File: src/rtl/mem_access_unit.sv
// mem_access_unit
//
// Pipeline-side initiator for the byte-organised data memory. A load or store
// request from the MEM stage runs as 1, 2 or 4 single-byte memory cycles,
// most significant byte first. Illegal requests (size 11, misaligned, or
// extending past the end of memory) complete in one cycle with err set, and
// never touch the memory strobes. busy stalls the pipeline until the access
// completes.
//
// Ports
//   clk, rst_n        clock (rising edge), asynchronous active-low reset
//   req_valid         request strobe, sampled only while idle
//   req_write         1 = store, 0 = load
//   req_size[1:0]     00 byte, 01 halfword, 10 word, 11 illegal
//   req_signed        loads only: sign-extend the result
//   req_addr[31:0]    byte address
//   req_wdata[31:0]   store data; only the low 8*size bits are used
//   busy              high whenever an access is in flight
//   done              one-cycle completion pulse
//   err               valid with done: request was rejected
//   rdata[31:0]       load result, updated only by a successful load
//   mem_address[31:0] byte address to memory
//   mem_memread       read strobe
//   mem_memwrite      write strobe
//   mem_writedata[7:0] byte to write
//   mem_read_data[7:0] byte from memory, combinational from mem_address
module mem_access_unit #(
  parameter int MEM_BYTES = 40
) (
  input  logic        clk,
  input  logic        rst_n,
  input  logic        req_valid,
  input  logic        req_write,
  input  logic [1:0]  req_size,
  input  logic        req_signed,
  input  logic [31:0] req_addr,
  input  logic [31:0] req_wdata,
  output logic        busy,
  output logic        done,
  output logic        err,
  output logic [31:0] rdata,
  output logic [31:0] mem_address,
  output logic        mem_memread,
  output logic        mem_memwrite,
  output logic [7:0]  mem_writedata,
  input  logic [7:0]  mem_read_data
);

  typedef enum logic [1:0] {IDLE, ACCESS, RESP} state_t;

  state_t      state;
  logic [1:0]  beat;
  logic [1:0]  last_beat;

  // Request attributes held for the duration of the access.
  logic        wr_q;
  logic [1:0]  size_q;
  logic        sgn_q;

  // Shared shift register: stores shift bytes out of the top, loads shift
  // read bytes into the bottom.
  logic [31:0] shreg;

  logic [2:0]  req_nbytes;
  logic [32:0] req_end;
  logic        req_bad;
  logic [31:0] wdata_aligned;
  logic [31:0] load_word;

  // Sign/zero extension of the assembled load value.
  function automatic logic [31:0] extend(input logic [31:0] w,
                                         input logic [1:0]  sz,
                                         input logic        sg);
    logic signed [7:0]  b;
    logic signed [15:0] h;
    b = w[7:0];
    h = w[15:0];
    case (sz)
      2'b00:   extend = sg ? 32'(b) : {24'h0, w[7:0]};
      2'b01:   extend = sg ? 32'(h) : {16'h0, w[15:0]};
      default: extend = w;
    endcase
  endfunction

  // Request decode; feeds registers only, never an output directly.
  always_comb begin
    case (req_size)
      2'b00:   req_nbytes = 3'd1;
      2'b01:   req_nbytes = 3'd2;
      default: req_nbytes = 3'd4;
    endcase
    // 33-bit end address so an address near 2^32 cannot wrap into range.
    req_end = {1'b0, req_addr} + 33'(req_nbytes) - 33'd1;
    req_bad = (req_size == 2'b11)
           || (req_size == 2'b01 && req_addr[0])
           || (req_size == 2'b10 && req_addr[1:0] != 2'b00)
           || (req_end >= 33'(MEM_BYTES));
    // Left-justify store data so the first byte to send is always [31:24].
    case (req_size)
      2'b00:   wdata_aligned = {req_wdata[7:0], 24'h0};
      2'b01:   wdata_aligned = {req_wdata[15:0], 16'h0};
      default: wdata_aligned = req_wdata;
    endcase
  end

  assign load_word = {shreg[23:0], mem_read_data};
  assign busy      = (state != IDLE);

  // Control and all outputs.
  always_ff @(posedge clk or negedge rst_n) begin
    if (!rst_n) begin
      state         <= IDLE;
      beat          <= 2'd0;
      last_beat     <= 2'd0;
      done          <= 1'b0;
      err           <= 1'b0;
      rdata         <= 32'h0;
      mem_address   <= 32'h0;
      mem_memread   <= 1'b0;
      mem_memwrite  <= 1'b0;
      mem_writedata <= 8'h0;
    end else begin
      case (state)
        IDLE: begin
          done <= 1'b0;
          err  <= 1'b0;
          if (req_valid) begin
            if (req_bad) begin
              state <= RESP;
              done  <= 1'b1;
              err   <= 1'b1;
            end else begin
              // First beat is presented in the cycle right after acceptance.
              state         <= ACCESS;
              beat          <= 2'd0;
              last_beat     <= 2'(req_nbytes - 3'd1);
              mem_address   <= req_addr;
              mem_memread   <= !req_write;
              mem_memwrite  <= req_write;
              mem_writedata <= req_write ? wdata_aligned[31:24] : 8'h0;
            end
          end
        end
        // ---- ACCESS: one byte per cycle ----
        ACCESS: begin
          if (beat == last_beat) begin
            state         <= RESP;
            done          <= 1'b1;
            err           <= 1'b0;
            mem_address   <= 32'h0;
            mem_memread   <= 1'b0;
            mem_memwrite  <= 1'b0;
            mem_writedata <= 8'h0;
            if (!wr_q)
              rdata <= extend(load_word, size_q, sgn_q);
          end else begin
            beat        <= beat + 2'd1;
            mem_address <= mem_address + 32'd1;
            if (wr_q)
              mem_writedata <= shreg[31:24];
          end
        end
        // ---- RESP: done/err pulse, then back to idle ----
        RESP: begin
          state <= IDLE;
          done  <= 1'b0;
          err   <= 1'b0;
        end
        default: begin
          state <= IDLE;
          done  <= 1'b0;
          err   <= 1'b0;
        end
      endcase
    end
  end

  // Data path registers; no reset needed, they are always loaded on accept.
  always_ff @(posedge clk) begin
    if (state == IDLE && req_valid) begin
      wr_q   <= req_write;
      size_q <= req_size;
      sgn_q  <= req_signed;
      shreg  <= {wdata_aligned[23:0], 8'h0};
    end else if (state == ACCESS) begin
      shreg  <= load_word;
    end
  end

endmodule

File: config.mk
export PLATFORM = sky130hd
export DESIGN_NAME = mem_access_unit
export DESIGN_NICKNAME = d
export VERILOG_FILES = /design/src/rtl/mem_access_unit.sv
export SDC_FILE = /design/constraint.sdc
export NUM_CORES = 1
export LEC_CHECK = 0
export ABC_AREA = 0
export CAP_MARGIN = 20
export CORE_MARGIN = 5
export CORE_UTILIZATION = 58
export DETAILED_ROUTE_END_ITERATION = 6
export GPL_TIMING_DRIVEN = 0
export HOLD_SLACK_MARGIN = 0.05
export PLACE_DENSITY = 0.95
export SYNTH_ARGS = -nofsm -noshare
export SYNTH_HDL_FRONTEND = slang
export SYNTH_SLANG_ARGS = --single-unit
export TNS_END_PERCENT = 20
File: constraint.sdc
create_clock -name clk -period 6.1 [get_ports clk]
set_input_delay 1.22 -clock clk [delete_from_list [all_inputs] [get_ports clk]]
set_output_delay 1.22 -clock clk [all_outputs]
set_load 0.005 [all_outputs]
# --- Yosys cells after proc, flatten, opt, wreduce, memory -nomap -nowiden ---
# Cells that the tools add are included.
# W data, S select, Z words.
totals:
  register_bits: 118
  in_bits: 79
  output_inout_bits: 77
classes:
  n_addsub: 5
  order_cmp: 1
  n_eq_ne: 11
  n_mux: 37
  n_bitwise: 2
  reduce_logical: 21
ops:
  columns: ["cell", "n"]
  rows:
  - ["$mux W32", 7]
  - ["$pmux W32 S2", 3]
  - ["$mux W8", 5]
  - ["$add A32 B3 Y33", 1]
  - ["$ge A33 B6 Y1 const B", 1]
  - ["$sub A33 B1 Y33 const B", 1]
  - ["$add A32 B1 Y32 const B", 1]
  - ["$pmux W8 S2", 1]
  - ["$mux W2", 6]
  - ["$reduce_and A4 Y1", 3]
  - ["$reduce_and A3 Y1", 3]
  - ["$mux W1", 8]
  - ["$ne A2 B2 Y1 const B", 4]
  - ["$pmux W1 S2", 4]
  - ["$pmux W2 S2", 2]
  - ["$reduce_bool A2 Y1", 4]
  - ["$eq A2 B1 Y1 const B", 3]
  - ["$logic_not A2 Y1", 3]
  - ["$pmux W3 S2", 1]
  - ["$eq A2 B2 Y1 const B", 2]
  - ["$logic_and A1 B1 Y1", 3]
  - ["$logic_or A1 B1 Y1", 3]
  - ["$ne A3 B3 Y1 const B", 1]
  - ["$add A2 B1 Y2 const B", 1]
  - ["other kinds (5)", 6]

# --- Depth between registers and ports, before layout ---
logic_depth:
  word_depth: 9
  ltp_mapped: 21
  ltp_nobuf: 17

# --- Worst setup path after synthesis ---
# OpenSTA, ideal clock, no wires.
synth_path:
  path_type: "input to register"
  startpoint: "input req_size[0]"
  endpoint: "register mem_address[11]"
  setup_time_ps: 83
  arrival_time_ps: 5628
  slack_ps: 390
  stages: 20
  path_cell_list: "clkbuf_1 nor2b_1 clkbuf_1 inv_1 ha_1 clkbuf_1 inv_1 ha_1 fa_1 nand2b_1 a21o_1 a21oi_1 o21ai_1 a311o_1 nor4b_2 nand4b_2 nor4_4 buf_6 mux2_1 o21ai_0"
synth_between:
  elab_chain_len: 8
  elab_cells_between_ends: 15
synth_rtl:
  columns: ["element", "line", "rtl"]
  rows:
  - ["start: declaration", "34", "input logic [1:0] req_size,"]
  - ["$eq A2 B1 Y1 or $logic_not A2 Y1 (tied branches)", "87, 95", null]
  - ["$pmux W3 S2", "87", "case (req_size)"]
  - ["$add A32 B3 Y33", "93", "req_end = {1'b0, req_addr} + 33'(req_nbytes) - 33'd1;"]
  - ["$sub A33 B1 Y33", "93", null]
  - ["$ge A33 B6 Y1", "97", "|| (req_end >= 33'(MEM_BYTES));"]
  - ["$logic_or A1 B1 Y1 (*)", "97", null]
  - ["$ne A2 B2 Y1 (no line) (*)", null, null]
  - ["$reduce_and A3 Y1 (no line) (*)", null, null]
  - ["end signal: assignment", "137", "mem_address <= req_addr;"]
  - ["end signal: assignment", "158", "mem_address <= mem_address + 32'd1;"]
  - ["end: declaration", "42", "output logic [31:0] mem_address,"]
# Every way passes the cells marked *; elsewhere a longest branch is shown, timed or not.
# A chain may end at the register's enable or synchronous reset.

# --- Final worst setup path ---
# Ends and elaborated chain as after synthesis.

==> impl_metrics.csv <==
group,metric,value,unit
cells_and_area,antenna_cells,0,
logic_synthesis,syn_nets,1091,
floorplan,start_util,0.595,
critical_path,worstPathRequired,6430,ps
cells_and_area,fillCellCount,878,
logic_synthesis,synth_edf_count,28,
pwr,leakagePower,4.50,nW
outcome,violations,"DRC",
detailed_routing,wl_met3,4.11,mm
cells_and_area,fin_area,0.0108,mm2
logic_synthesis,synth_top_area_frac,0.247,
detailed_routing,dr_wl_met2,13.4,mm
logic_synthesis,ys_seq_area_frac,0.368,
sta,skew,7.41,ps
cts,cts_hold_buf,0,
critical_path,path_class,"in2reg",
logic_synthesis,synth_area_leaders,"dfrtp_1 (25%), edfxtp_1 (10%), ha_1 (5.3%)",
placement,io_buffers,155,
critical_path,ff2ff_setup_slack,2870,ps
detailed_routing,remaining_drc_errors,5,
global_routing,grt_use_total,0.358,
cts,clk_path_buf_depth,2,
floorplan,fp.dieH,130,um
detailed_routing,m1WireLength,11.2,mm
critical_path,cp-end-kind,"flop",
sta,finalHoldViolCount,0,
detailed_routing,drt_iter0_drc,1547,
outcome,status,"finished with violations",
cts,cts_max_level,4,
detailed_routing,vias,9255,
logic_synthesis,synth_top_area_cell,"dfrtp_1",
floorplan,die_w,130,um
sta,fin_crit_sh,0.959,
cells_and_area,finalNetCount,1269,
critical_path,crit_path_max_incr_delay,490,ps
detailed_routing,detail_route.vias_per_cell,6.87,
logic_synthesis,avgSynthCellArea,8.50,um2
critical_path,cp_common_cell,"o21ai_0",
pwr,power.density,209,mW/mm2
sta,min_period,5850,ps
critical_path,slowest_stage,"a2111o_1",
critical_path,crit_arrival,6180,ps
min_path,hold_path_class,"reg2reg",
placement,post_dp_cell_area,0.0101,mm2
placement,dp.cells,1312,
floorplan,die-area,0.0168,mm2
cts,clk_pin_slew,60,ps
logic_synthesis,synthFlopType,"dfrtp_1",
cts,cts_tree,"built",
pwr,vdd.ir_drop.worst,0.213,mV
placement,post-dp-hpwl,21.8,mm
cells_and_area,area.growth.synth_to_final,29.7,%
global_routing,grt_pass1_wl,47.0,mm
cells_and_area,drive_above_1_share,0.0874,
logic_synthesis,synthArstFlopShare,0.695,
placement,gp_congestion,0.999,
sta,tightest_slew,975,ps
pwr,total_power,2.25,mW
detailed_routing,highest_layer,"met4",
sta,report.final.slew_viol_count,0,
detailed_routing,drt_wl_total,30.6,mm
sta,clock.fmax,0.171,GHz
detailed_routing,wl_per_cell,22.7,um
cts,cts.root.buffer_cell,"clkbuf_16",
critical_path,path_cells,"buf_2 -> nor2b_1 -> clkbuf_2 -> inv_1 -> ha_4 -> clkinvlp_4 -> ha_1 -> fa_1 -> nand2b_1 -> a21oi_1 -> o21ai_0 -> and2_1 -> a22oi_2 -> nor3_1 -> a2111o_1 -> nor4_4 -> buf_6 -> mux2_1 -> o21ai_0",
logic_synthesis,syn-instance-count,976,
detailed_routing,ant_nets,0,
logic_synthesis,yosys_register_bits,118,
sta,holdWs,507,ps
critical_path,cp_max_fo,13,
global_routing,grt_antenna_before_repair,0,
cells_and_area,final_cells,1347,
critical_path,worstSetupStartpointType,"input port",
global_routing,grt_overflow,0,
job,drv_cap,0,
detailed_routing,drt-pass1-iter-count,7,
logic_synthesis,yosysWarningCount,0,
logic_synthesis,ys_types,76,
floorplan,io_pins,156,
sta,max-slew-margin-rel,0.349,
cts,clock_sinks,118,
cts,insertion_delay,420,ps
global_routing,grt_max_degree,44,
cts,numCtsBuffers,17,
floorplan,core,0.0139,mm2
sta,setup_violations,0,
floorplan,rows,43,
global_routing,grt_pass1_vias,8817,
logic_synthesis,syn_area,0.00830,mm2
[worst paths after layout]
| path | start | endpoint | cells after the start |
|---|---|---|---|
| min in group asynchronous | rst_n | rdata[29] | 1 |
| hold reg to reg | rdata[1] | rdata[1] | 1 |
| setup reg to reg | mem_address[0] | mem_address[26] | 11 |
| hold / removal | rdata[1] | rdata[1] | 1 |
| max in group asynchronous | rst_n | last_beat[0] | 2 |
| setup / recovery | req_size[0] | mem_address[11] | 19 |
[what timing repair did]
item / CTS / global route
pin swaps: 2 / 3
buffers inserted: 4 / 1
gates resized for setup: 11 / 15
endpoints found under the setup margin: 50 / 42
cloned: 0 / 0
[cell usage in the layout (no fill, tap or decap), types with 11 or more instances in the layout]
master	count
o22ai_1	20
edfxtp_1	28
clkdlybuf4s50_1	152
xor2_1	14
nor2b_1	11
and3_1	25
a211oi_1	14
buf_2	12
inv_1	68
a31oi_1	14
nor3_1	28
nor2_1	70
nand3_1	25
a21oi_1	74
dfrtp_1	82
mux2_2	17
ha_1	34
a21o_1	18
xnor2_1	16
clkbuf_16	17
nand4_1	12
o21ai_0	65
a22o_1	16
nand2_1	106
clkbuf_1	35
[power breakdown]
part,internal (mW),switching [mW]
logic,0.185,0.276
registers,0.824,0.00775
clock network,0.588,0.367
total,1.60,0.650
[sequential cells by signal (all words and copies together) (netlist names), 2 cells and up]
register and cells:
last_beat 2, mem_address 32, beat 2, shreg 32, state 2, mem_writedata 8, rdata 32, size_q 2
[layer usage]
layer | track usage | vias up
li1 | - | 3947
met1 | 0.474 | 4247
met4 | 0.181 | 0
met5 | 0 | -
met3 | 0.0907 | 210
met2 | 0.545 | 851
[area by class of cell]
cell class,count,area [um2],area share
well taps,180,225,0.0209
plain buffers,51,223,0.0207
clock inverters,9,76.3,0.00709
repair buffers,161,1600,0.149
inverters,69,263,0.0244
multi-input cells,736,4840,0.450
flip-flops and latches,118,3050,0.284
clock buffers,23,478,0.0444
[per-stage QoR]
step | worst slack [ps] | utilization | setup TNS (ps)
after floorplan | 390 | - | 0
after global placement | -1370 | 0.723 | -56140
after detailed placement | -1520 | 0.724 | -63620
after CTS | 56.8 | 0.769 | 0
after global routing | -9.03 | 0.772 | -9.03
final | 250 | 0.772 | 0
[critical path: cells and delay by family]
kind                       cells  cell delay, ps
AOI/OAI and AO/OA              5            1410
adders and majority gates      3             970
buffers and inverters          5            1010
and+or+nand+nor                5            1220
muxes                          1             340
[synth_stat cells (all sizes together) (18+ instances only)]
cell / number
o21ai: 71
clkbuf: 36
inv: 69
a21oi: 75
nor2: 71
ha: 35
nand3: 25
nand2: 106
and3: 25
edfxtp: 28
dfrtp: 82
mux2: 21
a21o: 18
o22ai: 21
nor3: 28
[cells by family (layout without fill, tap and decap cells)]
group           after synthesis  in the layout  synth area share
compound gates              306            306             0.244
xor+xnor                     30             30            0.0317
fa+ha+maj                    36             36            0.0552
buf+inv                     122            313            0.0581
flops                       118            118             0.368
mux                          30             30            0.0394
simple gates                334            334             0.203
(Power assumes the default switching activity.)
